## src/rtl/alu_defs.sv

```systemverilog
// Shared ALU definitions for the femtoRV32 EX stage: operation codes, datapath width
// and the divider state encoding.
package alu_defs;

  localparam int ALU_XLEN = 32;

  localparam logic [4:0] ALU_ADD    = 5'b000_00;
  localparam logic [4:0] ALU_SUB    = 5'b000_01;
  localparam logic [4:0] ALU_PASS   = 5'b000_10;
  localparam logic [4:0] ALU_OR     = 5'b000_11;
  localparam logic [4:0] ALU_AND    = 5'b001_00;
  localparam logic [4:0] ALU_XOR    = 5'b001_01;
  localparam logic [4:0] ALU_SRL    = 5'b001_10;
  localparam logic [4:0] ALU_SRA    = 5'b001_11;
  localparam logic [4:0] ALU_SLL    = 5'b010_00;
  localparam logic [4:0] ALU_MUL    = 5'b010_01;
  localparam logic [4:0] ALU_MULH   = 5'b010_10;
  localparam logic [4:0] ALU_MULHSU = 5'b010_11;
  localparam logic [4:0] ALU_MULHU  = 5'b011_00;
  localparam logic [4:0] ALU_SLT    = 5'b011_01;
  localparam logic [4:0] ALU_DIV    = 5'b011_10;
  localparam logic [4:0] ALU_SLTU   = 5'b011_11;
  localparam logic [4:0] ALU_DIVU   = 5'b100_00;
  localparam logic [4:0] ALU_REM    = 5'b100_01;
  localparam logic [4:0] ALU_REMU   = 5'b100_10;

  typedef enum logic [1:0] {
    IDLE = 2'd0,
    CALC = 2'd1,
    DONE = 2'd2
  } state_t;

endpackage

```

## src/rtl/div_unit.sv

```systemverilog
// Iterative radix-2 restoring divider for DIV/DIVU/REM/REMU; stalls the pipeline while
// busy and presents the quotient or remainder with a one-cycle done pulse.
module div_unit
  import alu_defs::*;
#(
  parameter int XLEN  = ALU_XLEN,
  parameter int CNT_W = 5
) (
  input  logic            clk,
  input  logic            rst_n,
  input  logic            start,
  input  logic            flush,
  input  logic [4:0]      ALU_sel,
  input  logic [XLEN-1:0] op_a,
  input  logic [XLEN-1:0] op_b,
  output logic            stall,
  output logic            busy,
  output logic            done,
  output logic [XLEN-1:0] result
);

  state_t            state_q;
  logic [CNT_W-1:0]  cnt_q;
  logic [XLEN-1:0]   rem_q, quo_q, dvs_q, result_q;
  logic              is_rem_q, neg_quo_q, neg_rem_q;
  logic              busy_q, done_q;

  logic              is_div_cls, is_signed, is_rem, accept;
  logic [XLEN-1:0]   abs_a, abs_b, min_neg;
  logic [XLEN:0]     trial;
  logic [XLEN-1:0]   rem_d, quo_d, quo_fix, rem_fix;

  always_comb begin
    is_div_cls = (ALU_sel == ALU_DIV) || (ALU_sel == ALU_DIVU) ||
                 (ALU_sel == ALU_REM) || (ALU_sel == ALU_REMU);
    is_signed  = (ALU_sel == ALU_DIV) || (ALU_sel == ALU_REM);
    is_rem     = (ALU_sel == ALU_REM) || (ALU_sel == ALU_REMU);
    min_neg    = {1'b1, {(XLEN-1){1'b0}}};
    abs_a      = (is_signed && op_a[XLEN-1]) ? -op_a : op_a;
    abs_b      = (is_signed && op_b[XLEN-1]) ? -op_b : op_b;

    // Partial remainder stays below the divisor, so a failed trial never needs bit XLEN.
    trial = {rem_q, quo_q[XLEN-1]} - {1'b0, dvs_q};
    if (trial[XLEN]) begin
      rem_d = {rem_q[XLEN-2:0], quo_q[XLEN-1]};
      quo_d = {quo_q[XLEN-2:0], 1'b0};
    end else begin
      rem_d = trial[XLEN-1:0];
      quo_d = {quo_q[XLEN-2:0], 1'b1};
    end
    quo_fix = neg_quo_q ? -quo_d : quo_d;
    rem_fix = neg_rem_q ? -rem_d : rem_d;
  end

  assign accept = (state_q == IDLE) && start && is_div_cls && !flush;
  assign stall  = rst_n && (accept || (state_q == CALC));
  assign busy   = busy_q;
  assign done   = done_q;
  assign result = result_q;

  always_ff @(posedge clk or negedge rst_n) begin
    if (!rst_n) begin
      state_q   <= IDLE;
      cnt_q     <= '0;
      rem_q     <= '0;
      quo_q     <= '0;
      dvs_q     <= '0;
      result_q  <= '0;
      is_rem_q  <= 1'b0;
      neg_quo_q <= 1'b0;
      neg_rem_q <= 1'b0;
      busy_q    <= 1'b0;
      done_q    <= 1'b0;
    end else if (flush) begin
      state_q <= IDLE;
      busy_q  <= 1'b0;
      done_q  <= 1'b0;
    end else begin
      case (state_q)
        IDLE: begin
          done_q <= 1'b0;
          if (accept) begin
            is_rem_q  <= is_rem;
            neg_quo_q <= is_signed && (op_a[XLEN-1] ^ op_b[XLEN-1]);
            neg_rem_q <= is_signed && op_a[XLEN-1];
            quo_q     <= abs_a;
            dvs_q     <= abs_b;
            rem_q     <= '0;
            cnt_q     <= '0;
            busy_q    <= 1'b1;
            if (op_b == '0) begin
              result_q <= is_rem ? op_a : '1;
              state_q  <= DONE;
              done_q   <= 1'b1;
            end else if (is_signed && (op_a == min_neg) && (op_b == '1)) begin
              result_q <= is_rem ? '0 : min_neg;
              state_q  <= DONE;
              done_q   <= 1'b1;
            end else begin
              state_q <= CALC;
            end
          end
        end
        CALC: begin
          rem_q <= rem_d;
          quo_q <= quo_d;
          cnt_q <= cnt_q + 1'b1;
          if (cnt_q == CNT_W'(XLEN-1)) begin
            result_q <= is_rem_q ? rem_fix : quo_fix;
            state_q  <= DONE;
            done_q   <= 1'b1;
          end
        end
        DONE: begin
          state_q <= IDLE;
          busy_q  <= 1'b0;
          done_q  <= 1'b0;
        end
        default: begin
          state_q <= IDLE;
          busy_q  <= 1'b0;
          done_q  <= 1'b0;
        end
      endcase
    end
  end

endmodule

```

## config.mk

```make
export PLATFORM = sky130hd
export DESIGN_NAME = div_unit
export DESIGN_NICKNAME = d
export VERILOG_FILES = /design/src/rtl/alu_defs.sv /design/src/rtl/div_unit.sv
export SDC_FILE = /design/constraint.sdc
export NUM_CORES = 1
export LEC_CHECK = 0
export ABC_AREA = 0
export ABC_CLOCK_PERIOD_IN_PS = 5300
export CORE_MARGIN = 3
export CORE_UTILIZATION = 65
export DETAILED_ROUTE_END_ITERATION = 7
export DONT_BUFFER_PORTS = 1
export PLACE_DENSITY_LB_ADDON = 0.25
export SLEW_MARGIN = 20
export SYNTH_ARGS = -nofsm -noshare
export SYNTH_HDL_FRONTEND = slang
export SYNTH_SLANG_ARGS = --single-unit
```

## constraint.sdc

```tcl
create_clock -name clk -period 5.3 [get_ports clk]
set_clock_uncertainty 0.05 [all_clocks]
set_input_delay 1.06 -clock clk [delete_from_list [all_inputs] [get_ports clk]]
set_output_delay 1.06 -clock clk [all_outputs]
set_load 0.01 [all_outputs]
```

==> impl_metrics.env, run 1 <==
export IMPL_dr_pass1_iters=6
export IMPL_ios=108
export IMPL_synth_fp_nets=1670
export IMPL_yosys_cell_types_count=86
export IMPL_grt_overflow=0
export IMPL_synth_area_leaders="dfrtp_1, o21ai_0, nand2_1"
export IMPL_drt_wl_total_um=36500
export IMPL_cts_made_buffers=17
export IMPL_max_freq_mhz=202
export IMPL_cts_sinks=140
export IMPL_crit_arrival_ps=5250
export IMPL_worstPathRequired_ps=5600
export IMPL_fillers=1440
export IMPL_die_area_mm2=0.0200
export IMPL_leakagePower_uw=0.00514
export IMPL_ys_async_sr_fraction_pct=100
export IMPL_viasPerCell=6.76
export IMPL_finalMaxSlewViolations=0
export IMPL_synth_flop_cell="dfrtp_1"
export IMPL_slew_headroom_pct=30.8
export IMPL_yosysWarningCount=0
export IMPL_synth_avg_cell_area_um2=7.66
export IMPL_syn_area_mm2=0.0119
export IMPL_place_gp_congestion=0.964
export IMPL_cts_max_level=4
export IMPL_crit_fanout=5
export IMPL_cellPowerDensity_mw_per_mm2=611
export IMPL_maxCapViolCount=0
export IMPL_hold_class="primary input to asynchronous set/reset pin"
export IMPL_num_rows=48
export IMPL_synth_seq_cells=140
export IMPL_r2r_start="quo_q[31]$_DFFE_PN0P_"
export IMPL_grt_max_degree=142
export IMPL_wire_per_inst_um=20.9
export IMPL_placed_area_mm2=0.0120
export IMPL_clk_latency_ps=440
export IMPL_r2r_end="result[28]$_DFFE_PN0P_"
export IMPL_grt_pass1_vias=11039
export IMPL_regArea_mm2=0.00350
export IMPL_vdd_drop_max_mv=0.580
export IMPL_nets=1620
export IMPL_dp_hpwl_um=26700
export IMPL_layout_commonest_cell="nand2_1"
export IMPL_r2r_cells=21
export IMPL_final_hold_viol_count=0
export IMPL_synth_edf_count=0
export IMPL_synth_cells=1557
export IMPL_r2r_setup_slack_ps=350
export IMPL_grt_usage_pct=36.3
export IMPL_initial_utilization_pct=67.8
export IMPL_cts_buffer_depth=2
export IMPL_via_count=11797
export IMPL_syn_to_final_growth_pct=5.89
export IMPL_synth_top_area_cell="dfrtp_1"
export IMPL_finalSetupViolCount=0
export IMPL_clockRootBuffer="clkbuf_16"
export IMPL_finalPower_uw=7720
export IMPL_worstSetupStartpointType="flip-flop"
export IMPL_final_cell_mix="nand2_1, o21ai_0, dfrtp_1"
export IMPL_core_area_mm2=0.0176
export IMPL_drive_gt1_share_pct=6.58
export IMPL_postLayoutCellArea_mm2=0.0126
export IMPL_crit_type="flip-flop to flip-flop"
export IMPL_status="finished clean"
export IMPL_antenna_found_initial=0
export IMPL_die_x_um=141
export IMPL_worstMarginPinSlew_ps=1040
export IMPL_ant_nets=0
export IMPL_path_clk_slew_ps=70
export IMPL_io_buffers=0
export IMPL_fin_crit_ps=4950
export IMPL_die_height_um=141
export IMPL_timing_final_crit_share_pct=93.3
export IMPL_drt_iter0_drc=1488
export IMPL_multiInputGateArea_mm2=0.00784
export IMPL_end_kind="flip-flop"
export IMPL_drc_errors=0
export IMPL_synth_top_area_share_pct=29.4
export IMPL_cts_tree="done"
export IMPL_rsz0062_at_grt="yes"
export IMPL_grt_pass1_wl_um=58500
export IMPL_antennaDiodeCount=0
export IMPL_synth_seq_area_share_pct=29.4
==> routing by layer <==
metal,global-route usage [%],part of all wire (%),wire length (um)
met4,11.6,3.2,1170
met1,50.4,41,15000
met2,57.0,45,16600
met5,0,0,0
met3,7.65,10,3770
==> cell families (layout without fill, tap and decap cells) <==
family	after synthesis	in the layout	share of synthesized area (%)
AO/OA/AOI/OAI	502	502	26.2
XOR/XNOR	134	134	9.84
adder cells (fa/ha/maj)	40	40	4.26
buffers and inverters	151	114	5.10
flip-flops	140	140	29.4
multiplexers	33	33	2.82
AND/OR/NAND/NOR	557	557	22.4
==> cells in the mapped netlist (4+ instances only) <==
master / n
buf_2: 21
nand4b_1: 4
clkbuf_1: 63
ha_1: 39
a211o_1: 4
o211a_1: 5
mux2_2: 5
or3_1: 27
a211oi_1: 10
xor2_1: 62
a31o_2: 4
and2_1: 8
xnor2_1: 72
a31oi_1: 26
o41ai_1: 10
o21ai_1: 7
dfrtp_1: 140
nor2_1: 136
or2_2: 7
o211ai_1: 28
nor4_1: 15
buf_4: 4
o21a_1: 9
o22ai_1: 30
and4_1: 5
a21oi_1: 131
nor2b_1: 6
mux2i_1: 28
nand4_1: 17
nand2b_1: 12
nor3_1: 43
o21ai_0: 161
and3_1: 6
a21o_1: 10
o31ai_1: 19
or4_1: 8
inv_1: 59
nand3b_1: 5
nand3_1: 24
nand2_1: 212
==> sequential cells by signal, summed over array words and instances, names as in the netlist <==
| signal | flops |
|---|---|
| quo_q | 32 |
| done | 1 |
| cnt_q | 5 |
| dvs_q | 32 |
| rem_q | 32 |
| result | 32 |
| state_q | 2 |
| is_rem_q | 1 |
| busy | 1 |
| neg_rem_q | 1 |
| neg_quo_q | 1 |
==> what timing repair did <==
| action | CTS | global route |
|---|---|---|
| hold endpoints to repair | 0 | 0 |
| hold buffers | 0 | 0 |
| setup endpoints to repair | 0 | 7 |
| resized for setup | 0 | 2 |
| setup buffers | 0 | 0 |
==> report_power, final <==
part	switching (uW)	internal, uW	total [uW]
clock	500	770	1270
combinational	2950	1720	4670
sequential	412	1370	1780
total	3860	3860	7720
==> worst max-delay path, stage by stage, from the launching register on <==
cell and delay [ps]:
dfrtp_1 420, inv_1 110, ha_1 170, inv_1 60, fa_1 430, a211oi_2 290, nor3_1 140, o21ai_0 230
a21oi_1 100, o211a_2 280, inv_2 110, nor2_1 60, a21oi_1 230, ha_1 200, inv_1 90, or4b_1 620
nor3_2 230, a41oi_2 210, nor4_1 340, nor2_1 90, xor2_1 160, a211oi_1 230
==> final cells by class <==
class	instances	share of cell area, %
multi-input cells	1266	62.1
inverters	62	1.84
flip-flops and latches	140	27.7
clock inverters	12	1.28
well taps	225	2.23
clock buffers	20	3.62
repair buffers	20	1.19
==> how the worst max path moves through the flow <==
stage	endpoint	startpoint	cells past startpoint	slack (ps)
global placement	result[22]$_DFFE_PN0P_	quo_q[31]$_DFFE_PN0P_	20	610
finish	result[28]$_DFFE_PN0P_	quo_q[31]$_DFFE_PN0P_	21	350
detailed placement	result[28]$_DFFE_PN0P_	quo_q[31]$_DFFE_PN0P_	20	310
CTS	result[28]$_DFFE_PN0P_	quo_q[31]$_DFFE_PN0P_	20	290
floorplan	result[22]$_DFFE_PN0P_	quo_q[31]$_DFFE_PN0P_	24	480
global route	result[24]$_DFFE_PN0P_	quo_q[31]$_DFFE_PN0P_	21	-100
==> per-stage QoR <==
stage                     setup TNS (ps)  hold WS (ps)  utilization [%]  worst slack, ps  instances
after global placement                 0           409             68.2              609       1713
after global routing                -328           254             71.8             -105       1745
after floorplan                        0           395                -              475       1557
after CTS                              0           261             71.7              291       1745
after detailed placement               0           417             68.2              315       1713
final                                  0           265             71.8              352       1745
No activity file was read; power rests on OpenSTA's default activity.
==> inputs of run 2 (changes only) <==
--- a/config.mk
+++ b/config.mk
@@ -7,6 +7,7 @@
 export LEC_CHECK = 0
 export ABC_AREA = 0
 export ABC_CLOCK_PERIOD_IN_PS = 5300
+export CORE_ASPECT_RATIO = 0.8
 export CORE_MARGIN = 3
 export CORE_UTILIZATION = 65
 export DETAILED_ROUTE_END_ITERATION = 7
==> run 2 against run 1 <==
  * Global-route usage up 0.50 points
  * Die area barely moved
  * Clock power about the same
  * Total power about the same
  * Routed wire length rose by 1.5%
  * Final area increased by 0.19%
  * Sequential share of layout area shrank 0.052 points
  * Maximum frequency up 1.1%
  * Sequential cell count is the same
  * Critical path type unchanged
  * Highest routed layer unchanged
==> impl_metrics.env, run 2 (synthesis gave the netlist of run 1 again) <==
export IMPL_swShare_pct=50.1
export IMPL_end_kind="flip-flop"
export IMPL_path_clk_slew_ps=70
export IMPL_final_cell_mix="nand2_1, o21ai_0, dfrtp_1"
export IMPL_antenna_found_initial=0
export IMPL_num_rows=43
export IMPL_slew_headroom_pct=26.9
export IMPL_ios=108
export IMPL_cellPowerDensity_mw_per_mm2=610
export IMPL_r2r_start="quo_q[31]$_DFFE_PN0P_"
export IMPL_drive_gt1_share_pct=6.77
export IMPL_grt_usage_pct=36.8
export IMPL_die_x_um=157
export IMPL_layout_commonest_cell="nand2_1"
export IMPL_final_hold_viol_count=0
export IMPL_wire_per_inst_um=21.2
export IMPL_cp_num_buf_inv=4
export IMPL_cpMaxStageDelayCell="or4b_1"
export IMPL_setup_worst_path_start="quo_q[31]$_DFFE_PN0P_"
export IMPL_grt_max_degree=142
export IMPL_drt_wl_total_um=37000
export IMPL_power_frac_comb_pct=60.4
export IMPL_fillers=1421
export IMPL_regArea_mm2=0.00350
export IMPL_cts_tree="done"
export IMPL_cts_max_level=4
export IMPL_cts_made_buffers=17
export IMPL_leakagePower_uw=0.00516
export IMPL_hold_class="primary input to asynchronous set/reset pin"
export IMPL_rsz0062_at_grt="no"
export IMPL_multiInputGateArea_mm2=0.00784
export IMPL_worstMarginPinSlew_ps=1090
export IMPL_die_height_um=127
export IMPL_viasPerCell=6.88
export IMPL_seq_power_share_pct=22.8
export IMPL_timing_final_crit_share_pct=92.3
export IMPL_vdd_drop_max_mv=0.552
export IMPL_switchingPower_uw=3860
export IMPL_place_ws_ps=401
export IMPL_nets=1622
export IMPL_fin_crit_ps=4890
export IMPL_pwr_share_clk_pct=16.7
export IMPL_antennaDiodeCount=0
export IMPL_core_area_mm2=0.0176
export IMPL_syn_to_final_growth_pct=6.09
export IMPL_finalSetupViolCount=0
export IMPL_worstPathRequired_ps=5610
export IMPL_io_buffers=0
export IMPL_setup_tns_final_ps=0
export IMPL_cts_buffer_depth=2
export IMPL_grt_pass1_vias=10872
export IMPL_drt_iter0_drc=1579
export IMPL_crit_chain="inv_1 > ha_1 > inv_1 > fa_1 > a211oi_2 > nor3_1 > o21ai_0 > a21oi_1 > o211a_2 > inv_2 > nor2_1 > a21oi_1 > ha_1 > inv_1 > or4b_1 > nor3_2 > a41oi_2 > o41ai_1 > xor2_1 > a21oi_1 > o21ai_1"
export IMPL_crit_type="flip-flop to flip-flop"
export IMPL_worstSetupStartpointType="flip-flop"
export IMPL_clk_latency_ps=440
export IMPL_grt_overflow=0
export IMPL_ant_nets=0
export IMPL_place_gp_congestion=0.983
export IMPL_grt_pass1_wl_um=58400
export IMPL_p_int_uw=3850
export IMPL_crit_fanout=5
export IMPL_dr_pass1_iters=6
export IMPL_status="finished clean"
export IMPL_initial_utilization_pct=67.6
export IMPL_dp_hpwl_um=27200
export IMPL_max_stage_delay_ps=620
export IMPL_crit_family="compound AO/OA/AOI/OAI gates"
export IMPL_die_area_mm2=0.0200
export IMPL_finalMaxSlewViolations=0
export IMPL_utilization_pct=71.7
export IMPL_maxCapViolCount=0
export IMPL_drc_errors=0
export IMPL_max_freq_mhz=204
export IMPL_cts_sinks=140
export IMPL_worst_slack_ps=408
export IMPL_via_count=12017
export IMPL_clockRootBuffer="clkbuf_16"
export IMPL_crit_arrival_ps=5210
==> run 2: stage by stage <==
step           cell area (um^2)  hold slack, ps  instances  total power [uW]
2_1_floorplan             11900             395       1557              5190
3_3_place_gp              12000             405       1715              6160
3_5_place_dp              12000             421       1715              6250
4_1_cts                   12600             253       1747              7570
5_1_grt                   12700             248       1747              8210
6_report                  12700             261       1747              7720
==> run 2: area by class of cell <==
| type | instances | area share (%) |
|---|---|---|
| multi-input cells | 1266 | 62.0 |
| flip-flops and latches | 140 | 27.7 |
| clock buffers | 18 | 3.47 |
| well taps | 225 | 2.23 |
| inverters | 62 | 1.84 |
| clock inverters | 14 | 1.46 |
| repair buffers | 22 | 1.31 |
==> run 2: repair_timing <==
action,4_1_cts,5_1_grt
resized for setup,0,2
hold buffers,0,0
endpoints found under the hold margin,0,0
setup endpoints to repair,0,3
buffers inserted,0,0
==> run 2: worst register-to-register path, stage by stage, from the launching register on <==
cell and delay [ps]:
dfrtp_1 410, inv_1 90, ha_1 160, inv_1 50, fa_1 430, a211oi_2 290, nor3_1 140, o21ai_0 220
a21oi_1 100, o211a_2 280, inv_2 90, nor2_1 50, a21oi_1 250, ha_1 200, inv_1 80, or4b_1 620
nor3_2 200, a41oi_2 240, o41ai_1 380, xor2_1 210, a21oi_1 100, o21ai_1 150
==> run 2: final timing paths <==
check / to / slack, ps / cells past startpoint
worst max-delay path: result[24]$_DFFE_PN0P_ / 410 / 21
worst min-delay path: quo_q[7]$_DFFE_PN0P_ / 260 / 0
worst max register to register: result[24]$_DFFE_PN0P_ / 410 / 21
worst min register to register: cnt_q[4]$_DFFE_PN0P_ / 430 / 2
max in group asynchronous: dvs_q[25]$_DFFE_PN0P_ / 4620 / 0
min in group clk: cnt_q[4]$_DFFE_PN0P_ / 430 / 2
==> run 2: routing by layer <==
layer	GRT usage [%]	vias up	share of wire, %
li1	-	5527	-
met1	53.4	5653	42
met2	53.1	757	43
met3	11.2	80	12
met4	10.8	0	2.4
met5	0	-	0
==> run 2: power groups by stage <==
stage,logic [uW],clock network [uW],registers (uW)
after floorplan,3560,0,1630
after global placement,4410,0,1750
after detailed placement,4490,0,1760
after CTS,4540,1290,1750
after global routing,5080,1340,1800
final,4660,1290,1760
